[src/rtl/cdr_ctrl_pkg.sv]
// cdr_ctrl_pkg: FSM states, DLF gain codes and helpers shared by the CDR acquisition controller.
package cdr_ctrl_pkg;
    typedef enum logic [2:0] {
        IDLE   = 3'd0,
        SETTLE = 3'd1,
        ACQ    = 3'd2,
        TRACK  = 3'd3,
        LOCKED = 3'd4
    } cdr_state_t;

    localparam int KP_ACQ = 8;
    localparam int KI_ACQ = 4;
    localparam int KP_TRK = 2;
    localparam int KI_TRK = 1;

    function automatic int net_abs(input int n);
        return (n < 0) ? -n : n;
    endfunction
endpackage

[src/rtl/cdr_win_acc.sv]
// cdr_win_acc: per-window cycle counter and signed BBPD up/dn vote accumulator.
module cdr_win_acc #(
    parameter int WIN_LEN = 256,
    parameter int NW      = $clog2(WIN_LEN) + 2
) (
    input  logic                 clk,
    input  logic                 rst_n,
    input  logic                 clr,
    input  logic                 up,
    input  logic                 dn,
    output logic                 win_done,
    output logic signed [NW-1:0] net
);
    localparam int CW = $clog2(WIN_LEN);

    logic [CW-1:0]        cnt;
    logic signed [NW-1:0] acc;
    logic signed [NW-1:0] vote;

    // net already includes the current cycle's vote, so win_done sees all WIN_LEN samples
    assign vote     = (up & ~dn) ? NW'(1) : (dn & ~up) ? '1 : '0;
    assign net      = acc + vote;
    assign win_done = ~clr & (&cnt);

    always_ff @(posedge clk or negedge rst_n) begin
        if (!rst_n) begin
            cnt <= '0;
            acc <= '0;
        end else if (clr) begin
            cnt <= '0;
            acc <= '0;
        end else begin
            cnt <= cnt + 1'b1;
            acc <= win_done ? '0 : net;
        end
    end
endmodule

[src/rtl/cdr_acq_controller.sv]
// cdr_acq_controller: CDR acquisition sequencer selecting DLF gains/hold and reporting lock.
// Optional relock statistics counter enabled by defining CDR_CTRL_STATS_EN.
module cdr_acq_controller
    import cdr_ctrl_pkg::*;
#(
    parameter int WIN_LEN    = 256,
    parameter int SETTLE_CYC = 32,
    parameter int LOCK_THR   = 16,
    parameter int UNLOCK_THR = 64,
    parameter int LOCK_WINS  = 4,
    parameter int GAIN_W     = 4
) (
    input  logic              clk,
    input  logic              rst_n,
    input  logic              en,
    input  logic              up,
    input  logic              dn,
    output logic [GAIN_W-1:0] kp_sel,
    output logic [GAIN_W-1:0] ki_sel,
    output logic              dlf_hold,
    output logic              lock,
    output logic [2:0]        state_o
`ifdef CDR_CTRL_STATS_EN
    ,
    output logic [7:0]        relock_cnt
`endif
);
    localparam int NW = $clog2(WIN_LEN) + 2;
    localparam int SW = $clog2(SETTLE_CYC + 1);
    localparam int GW = $clog2(LOCK_WINS + 1);

    cdr_state_t           state, nxt;
    logic [SW-1:0]        settle_cnt;
    logic [GW-1:0]        good_cnt, good_nxt;
    logic                 clr, win_done, good, bad;
    logic signed [NW-1:0] net;
    int                   net_mag;

    assign clr     = ~en | ~(state inside {ACQ, TRACK, LOCKED});
    assign net_mag = net_abs(int'(net));
    assign good    = net_mag <= LOCK_THR;
    assign bad     = net_mag > UNLOCK_THR;
    assign state_o = state;

    cdr_win_acc #(.WIN_LEN(WIN_LEN), .NW(NW)) u_win (
        .clk(clk), .rst_n(rst_n), .clr(clr), .up(up), .dn(dn),
        .win_done(win_done), .net(net)
    );

    always_comb begin
        nxt      = state;
        good_nxt = good_cnt;
        if (!en) begin
            nxt      = IDLE;
            good_nxt = '0;
        end else begin
            case (state)
                IDLE:   nxt = SETTLE;
                SETTLE: nxt = (settle_cnt == SW'(SETTLE_CYC - 1)) ? ACQ : SETTLE;
                ACQ: if (win_done) begin
                    good_nxt = good ? good_cnt + 1'b1 : '0;
                    if (good && good_cnt == GW'(LOCK_WINS - 1)) begin
                        nxt      = TRACK;
                        good_nxt = '0;
                    end
                end
                TRACK:  if (win_done) nxt = good ? LOCKED : bad ? ACQ : TRACK;
                LOCKED: if (win_done && bad) nxt = ACQ;
                default: nxt = IDLE;
            endcase
        end
    end

    // Outputs are decoded from the next state so they register alongside it
    always_ff @(posedge clk or negedge rst_n) begin
        if (!rst_n) begin
            state      <= IDLE;
            settle_cnt <= '0;
            good_cnt   <= '0;
            kp_sel     <= GAIN_W'(KP_ACQ);
            ki_sel     <= GAIN_W'(KI_ACQ);
            dlf_hold   <= 1'b1;
            lock       <= 1'b0;
        end else begin
            state      <= nxt;
            settle_cnt <= (state == SETTLE && nxt == SETTLE) ? settle_cnt + 1'b1 : '0;
            good_cnt   <= good_nxt;
            kp_sel     <= (nxt inside {TRACK, LOCKED}) ? GAIN_W'(KP_TRK) : GAIN_W'(KP_ACQ);
            ki_sel     <= (nxt inside {TRACK, LOCKED}) ? GAIN_W'(KI_TRK) : GAIN_W'(KI_ACQ);
            dlf_hold   <= nxt inside {IDLE, SETTLE};
            lock       <= nxt == LOCKED;
        end
    end

`ifdef CDR_CTRL_STATS_EN
    always_ff @(posedge clk or negedge rst_n) begin
        if (!rst_n)
            relock_cnt <= '0;
        else if (state == LOCKED && nxt == ACQ && relock_cnt != 8'hFF)
            relock_cnt <= relock_cnt + 8'd1;
    end
`endif
endmodule

[config.mk]
export PLATFORM = sky130hd
export DESIGN_NAME = cdr_acq_controller
export DESIGN_NICKNAME = d
export VERILOG_FILES = /design/src/rtl/cdr_ctrl_pkg.sv /design/src/rtl/cdr_win_acc.sv /design/src/rtl/cdr_acq_controller.sv
export SDC_FILE = /design/constraint.sdc
export NUM_CORES = 1
export LEC_CHECK = 0
export BUFFER_PORTS_ARGS = -buffer_cell sky130_fd_sc_hd__buf_2
export CAP_MARGIN = 10
export CORE_AREA = 5 5 94 96
export CTS_CLUSTER_SIZE = 28
export DETAILED_ROUTE_END_ITERATION = 7
export DIE_AREA = 0 0 99 101
export GPL_TIMING_DRIVEN = 0
export MAX_ROUTING_LAYER = met4
export SYNTH_ARGS = -nofsm -noshare
export SYNTH_HDL_FRONTEND = slang
export SYNTH_SLANG_ARGS = --single-unit
[constraint.sdc]
create_clock -name clk -period 9.6 [get_ports clk]
set_input_delay 0.48 -clock clk [delete_from_list [all_inputs] [get_ports clk]]
set_output_delay 0.48 -clock clk [all_outputs]
set_load 0.005 [all_outputs]
# --- Word-level counts from Yosys, hierarchy flattened ---
# Index checks and enable logic that the tools add are counted.
op_classes:
  mux: 23
  addsub: 5
  bitwise_logic: 9
  n_reduce_logical: 10
  magnitude_cmp: 3
  n_eq_ne: 11
op_table:
  columns: ["operator", "count"]
  rows:
  - ["2-to-1 mux 10 bit", 4]
  - ["2-to-1 mux 3 bit", 12]
  - ["> comparator 32 x 8 -> 1 bit (second input constant)", 1]
  - ["<= comparator 32 x 6 -> 1 bit (second input constant)", 1]
  - ["2-to-1 mux 32 bit", 1]
  - ["negator 10 -> 32 bit", 1]
  - ["case mux 3 bit (5 select lines)", 1]
  - ["== test 3 x 2 -> 1 bit (second input constant)", 4]
  - ["adder 10 bit", 1]
  - ["less-than comparator 10 x 1 -> 1 bit (second input constant)", 1]
  - ["adder 8 x 1 -> 8 bit (second input constant)", 1]
  - ["2-to-1 mux 8 bit", 1]
  - ["AND reduction 8 bit", 1]
  - ["adder 6 x 1 -> 6 bit (second input constant)", 1]
  - ["== test 3 x 1 -> 1 bit (second input constant)", 2]
  - ["== test 3 bit (second input constant)", 2]
  - ["== test 6 x 5 -> 1 bit (second input constant)", 1]
  - ["logical NOT 3 bit", 2]
  - ["2-to-1 mux 6 bit", 1]
  - ["NOT 1 bit", 5]
  - ["2-to-1 mux 4 bit", 1]
  - ["inequality test 2 x 1 -> 1 bit (second input constant)", 2]
  - ["nonzero test 2 bit", 2]
  - ["adder 3 x 1 -> 3 bit (second input constant)", 1]
  - ["other kinds (7)", 11]
word_totals:
  output_inout_bits: 13
  input_bits: 5
  word_cells: 70
  reg_bits: 39

# --- Longest topological paths before layout ---
logic_depth:
  depth_word: 16
  depth_mapped: 15
  mapped_depth_nobuf: 14

# --- By module ---
# Synthesis repeated with hierarchy kept, for this count alone.
unflattened:
  hier_cells: 261
  hier_area_um2: 2377.3
modules_own_cells:
  columns: ["module", "area_per_inst_um2", "cells_each", "seq_area_each_um2", "n_inst"]
  rows:
  - ["cdr_win_acc", 1265.0, 135, 450.4, 1]
  - ["cdr_acq_controller", 1112.3, 126, 402.9, 1]

# --- Worst setup path before layout ---
# Ideal clock, no wire load.
synth_path:
  path_type: "input port to flip-flop"
  from: "input up"
  to: "register kp_sel[1]"
  setup_ns: 0.136
  t_arrival_ns: 3.545
  n_path_buf: 2
  cell_stages: 15
  slack_ns: 5.920
  required_time_ns: 9.464
  path_cell_list: "inv_1 > ha_1 > buf_2 > buf_2 > xor2_1 > ha_1 > and3b_1 > o21a_1 > or2_1 > a311oi_2 > xnor2_1 > or4_1 > a21o_1 > a211oi_2 > o21ai_1"
synth_via:
  elab_chain_len: 16
  elab_cells_between_ends: 25
  cone_classes: "2 x add/sub; 3 x order compare; 2 x eq/ne; 12 x mux; 3 x bitwise; 3 x reduce/logical"
synth_lines:
  columns: ["item", "line", "text"]
  rows:
  - ["start: declaration", "cdr_acq_controller.sv:16", "input logic up,"]
  - ["NOT 1 bit", "cdr_win_acc.sv:21", "assign vote = (up & ~dn) ? NW'(1) : (dn & ~up) ? '1 : '0;"]
  - ["AND 1 bit", "cdr_win_acc.sv:21", null]
  - ["2-to-1 mux 10 bit", "cdr_win_acc.sv:21", null]
  - ["2-to-1 mux 10 bit *", "cdr_win_acc.sv:21", null]
  - ["adder 10 bit *", "cdr_win_acc.sv:22", "assign net = acc + vote;"]
  - ["negator 10 -> 32 bit or less-than comparator 10 x 1 -> 1 bit (tied branches)", "cdr_ctrl_pkg.sv:17", "return (n < 0) ? -n : n;"]
  - ["2-to-1 mux 32 bit *", "cdr_ctrl_pkg.sv:17", null]
  - ["> comparator 32 x 8 -> 1 bit or <= comparator 32 x 6 -> 1 bit (tied branches)", "cdr_acq_controller.sv:42, cdr_acq_controller.sv:41", null]
  - ["2-to-1 mux 1 bit or logical AND 1 bit (tied branches)", "cdr_acq_controller.sv:67, cdr_acq_controller.sv:62", null]
  - ["2-to-1 mux 3 bit, on equally long branches", "cdr_acq_controller.sv:67, cdr_acq_controller.sv:62", null]
  - ["2-to-1 mux 3 bit, on equally long branches", "cdr_acq_controller.sv:67, cdr_acq_controller.sv:60", null]
  - ["case mux 3 bit (5 select lines) *", "cdr_acq_controller.sv:57", "case (state)"]
  - ["2-to-1 mux 3 bit *", "cdr_acq_controller.sv:53", "if (!en) begin"]
  - ["== test 3 x 2 -> 1 bit or == test 3 bit (tied branches)", "cdr_acq_controller.sv:88", "kp_sel <= (nxt inside {TRACK, LOCKED}) ? GAIN_W'(KP_TRK) : GAIN_W'(KP_ACQ);"]
  - ["nonzero test 2 bit *", "cdr_acq_controller.sv:88", null]
  - ["2-to-1 mux 4 bit *", "cdr_acq_controller.sv:88", null]
  - ["end signal: assignment", "cdr_acq_controller.sv:80", "kp_sel <= GAIN_W'(KP_ACQ);"]
  - ["end signal: assignment", "cdr_acq_controller.sv:88", null]
  - ["end: declaration", "cdr_acq_controller.sv:18", "output logic [GAIN_W-1:0] kp_sel,"]
# Mark *: on every way between the ends. The rest lies on a longest branch, timed or not.
# A chain may end at the register's enable or synchronous reset.

# --- Worst setup path in the final report ---
# Ends and elaborated chain as after synthesis.

==> out/qor.csv <==
metric,value,unit
initial cell density of the core,0.289,
FP Rows,33,
CTS max path bufs,2,
worst r2r src,u_win.acc[1],
count of different cell masters after synthesis,61,
post-route clock period utilization,0.412,
"Hold-fix buffers, CTS",0,
sw frac,0.321,
Top Metal Used,met4,
Yosys reg bits,34,
CORE AREA,7970,µm²
initial antenna violation count,0,
Leakage,1.18,nW
M1 wire length,2.16,mm
"Arr. time, crit path",4.10,ns
DRC violations left,0,
vias in the first global route,1749,
root buffer cell,clkbuf_8,
largest net degree at the start of global routing,35,
R2R Path End,kp_sel[1],
met2 WL,2.16,mm
GRT Overall Usage,0.0964,
Hold WC Path Type,input pin to async pin,
most numerous cell in the Yosys netlist,dfrtp_1,
CP Class,input pin to register,
Post-Route WL,4.48,mm
worst skew pair latency,0.28,ns
setup_tns,0,ns
Synth Warn #,0,
Peak supply drop,89.6,µV
number of primary I/O pins,18,
top cell type's share of synthesized area,0.348,
R2R setup slack,6.26,ns
Worst slew margin,0.507,
share of post-route cells with drive strength above 1,0.168,
status,finished clean,
Sequential Power Share,0.389,
clock sinks,34,
Hold Fails Final Rpt,0,
diode count,0,
Fin Clk Skew,0.0105,ns
H-Tree Level Count,2,
GRT overflow,0,
"Async S/R FF share, synth",1.00,
Post-Syn Area per Cell,9.02,µm²
DIE WIDTH,99,µm
Logic pwr share,0.316,
clock share of power,0.295,
die extent in y,101,µm
final setup violation count,0,
Initial DRC Count,78,
clk slew on worst S/H paths,0.07,ns
fmax,0.253,GHz
startpoint types,input pin,
Yosys top cell by area,dfrtp_1,
hold slack,0.258,ns
Power per Cell Area,173,nW/µm²
MaxCap Viol Count,0,
drt wl/cell,11.7,µm
CTS resizes,0,
cell internal pwr,0.000309,W
Final Power,0.000455,W
predominant post-synthesis flop cell,dfrtp_1,
worst r2r path cells,12,
"Max FO, Critical Path",10,
CTS tree,yes,
Final Net Count,292,
NetSw,0.000146,W
largest cells by area after synthesis,"dfrtp_1, ha_1, nor2_1",
global-route wire length before repair,7.82,mm
setup bufs post-CTS,0,
synthesized area,2300,µm²
RSZ-0062 raised after global routing,false,
number of synthesized flops with an enable pin,0,
area delta synth->final,14.1,%
slew at the pin closest to its max-slew limit,0.739,ns
GPL Wtd Cong,0.763,
DIE AREA,10000,µm²
Final Max Slew Viols,0,
synth cell count leaders,"dfrtp_1, nor2_1, nand2_1",
vias per cell,4.74,
first-pass iteration count of the detailed router,4,
Mapped Cells,255,
Detail Route Antenna Nets,0,
TritonCTS Buffers,5,
met3 WL,128,µm
min cycle time layout,3.95,ns
routed via count,1819,
sequential fraction of the synthesis area,0.371,
worst path required time,9.75,ns
I/O Buffers,13,
Worst setup EP type,register,
DP Wirelength,3.35,mm
through the flow:
step	util	cell area [µm²]	worst slack [ns]	std cells
after detailed placement	0.315	2510	5.40	376
after CTS	0.329	2620	5.67	384
after global placement	0.315	2510	5.39	376
after floorplan	-	2310	5.92	258
final	0.329	2620	5.65	384
after global routing	0.329	2620	5.35	384
logic make-up (layout without fill, tap and decap cells):
kind of cell	after synthesis	after routing	synth area share
other cells	1	4	0.00163
xor+xnor	19	19	0.0756
flops	34	34	0.371
simple gates	100	100	0.232
fa+ha+maj	9	9	0.0490
compound gates	61	61	0.202
buf+inv	31	52	0.0680
cell type report:
cell class	instances	area, µm²
Inverter	12	45.0
Buffer	19	111
Fill cell	834	5350
Sequential cell	34	853
Timing Repair Buffer	13	65.1
Tap cell	105	131
Clock inverter	1	30.0
Multi-Input combinational cell	193	1300
Clock buffer	7	86.3
worst max path at each step:
stage          startpoint   endpoint  cells past startpoint  slack (ns)
3_5_place_dp           up  kp_sel[1]                     16        5.40
3_3_place_gp           up  kp_sel[1]                     16        5.39
2_1_floorplan          up  kp_sel[1]                     15        5.92
6_report               up  kp_sel[1]                     16        5.65
5_1_grt                up  kp_sel[3]                     16        5.35
4_1_cts                up  kp_sel[1]                     16        5.67
power groups by stage:
stage	clock [W]	combinational, W	sequential [W]
global route	0.000146	0.000162	0.000180
global placement	0	0.000142	0.000179
floorplan	0	0.000105	0.000178
detailed placement	0	0.000144	0.000180
CTS	0.000140	0.000145	0.000178
finish	0.000134	0.000144	0.000177
worst max-delay path, stage by stage:
cell and delay, ns:
buf_2 0.09, inv_1 0.06, ha_1 0.29, buf_2 0.25
buf_2 0.26, xor2_1 0.10, ha_1 0.22, and3b_1 0.20
o21a_1 0.20, or2_1 0.27, a311oi_2 0.30, xnor2_1 0.18
or4_1 0.59, a21o_1 0.23, a211oi_2 0.26, o21ai_1 0.10
layer usage:
layer	vias to the layer above	track usage
met1	851	0.117
li1	938	-
met2	26	0.165
met5	-	-
met4	0	0.0263
met3	4	0.0166
state kept, by name (all words and copies together), names as in the netlist:
name and flops:
good_cnt 3, u_win.cnt 8, u_win.acc 10, lock 1, settle_cnt 6, kp_sel 2, dlf_hold 1, state_o 3
layout by cell type (no fill, tap or decap), types with 2 or more instances in the layout:
cell type / count
nand4_1: 3
clkbuf_8: 6
xnor2_1: 11
and2_1: 2
nor2b_1: 10
nand2b_1: 2
dfrtp_1: 32
a21boi_0: 2
o311a_1: 2
and3b_1: 3
buf_2: 21
nand2_1: 18
nand4b_1: 2
o21ai_1: 6
conb_1: 4
ha_1: 9
a211o_1: 2
a21oi_1: 7
xor2_1: 7
inv_1: 12
o21ai_0: 9
dfstp_2: 2
o21a_1: 9
a211oi_1: 3
or3_1: 2
nand3_1: 5
nor2_1: 28
and3_1: 6
nor3b_1: 4
a31oi_1: 3
o22ai_1: 2
buf_4: 6
nor3_1: 5
clkbuf_1: 5
Note: power is estimated with default switching activity, not from simulation.
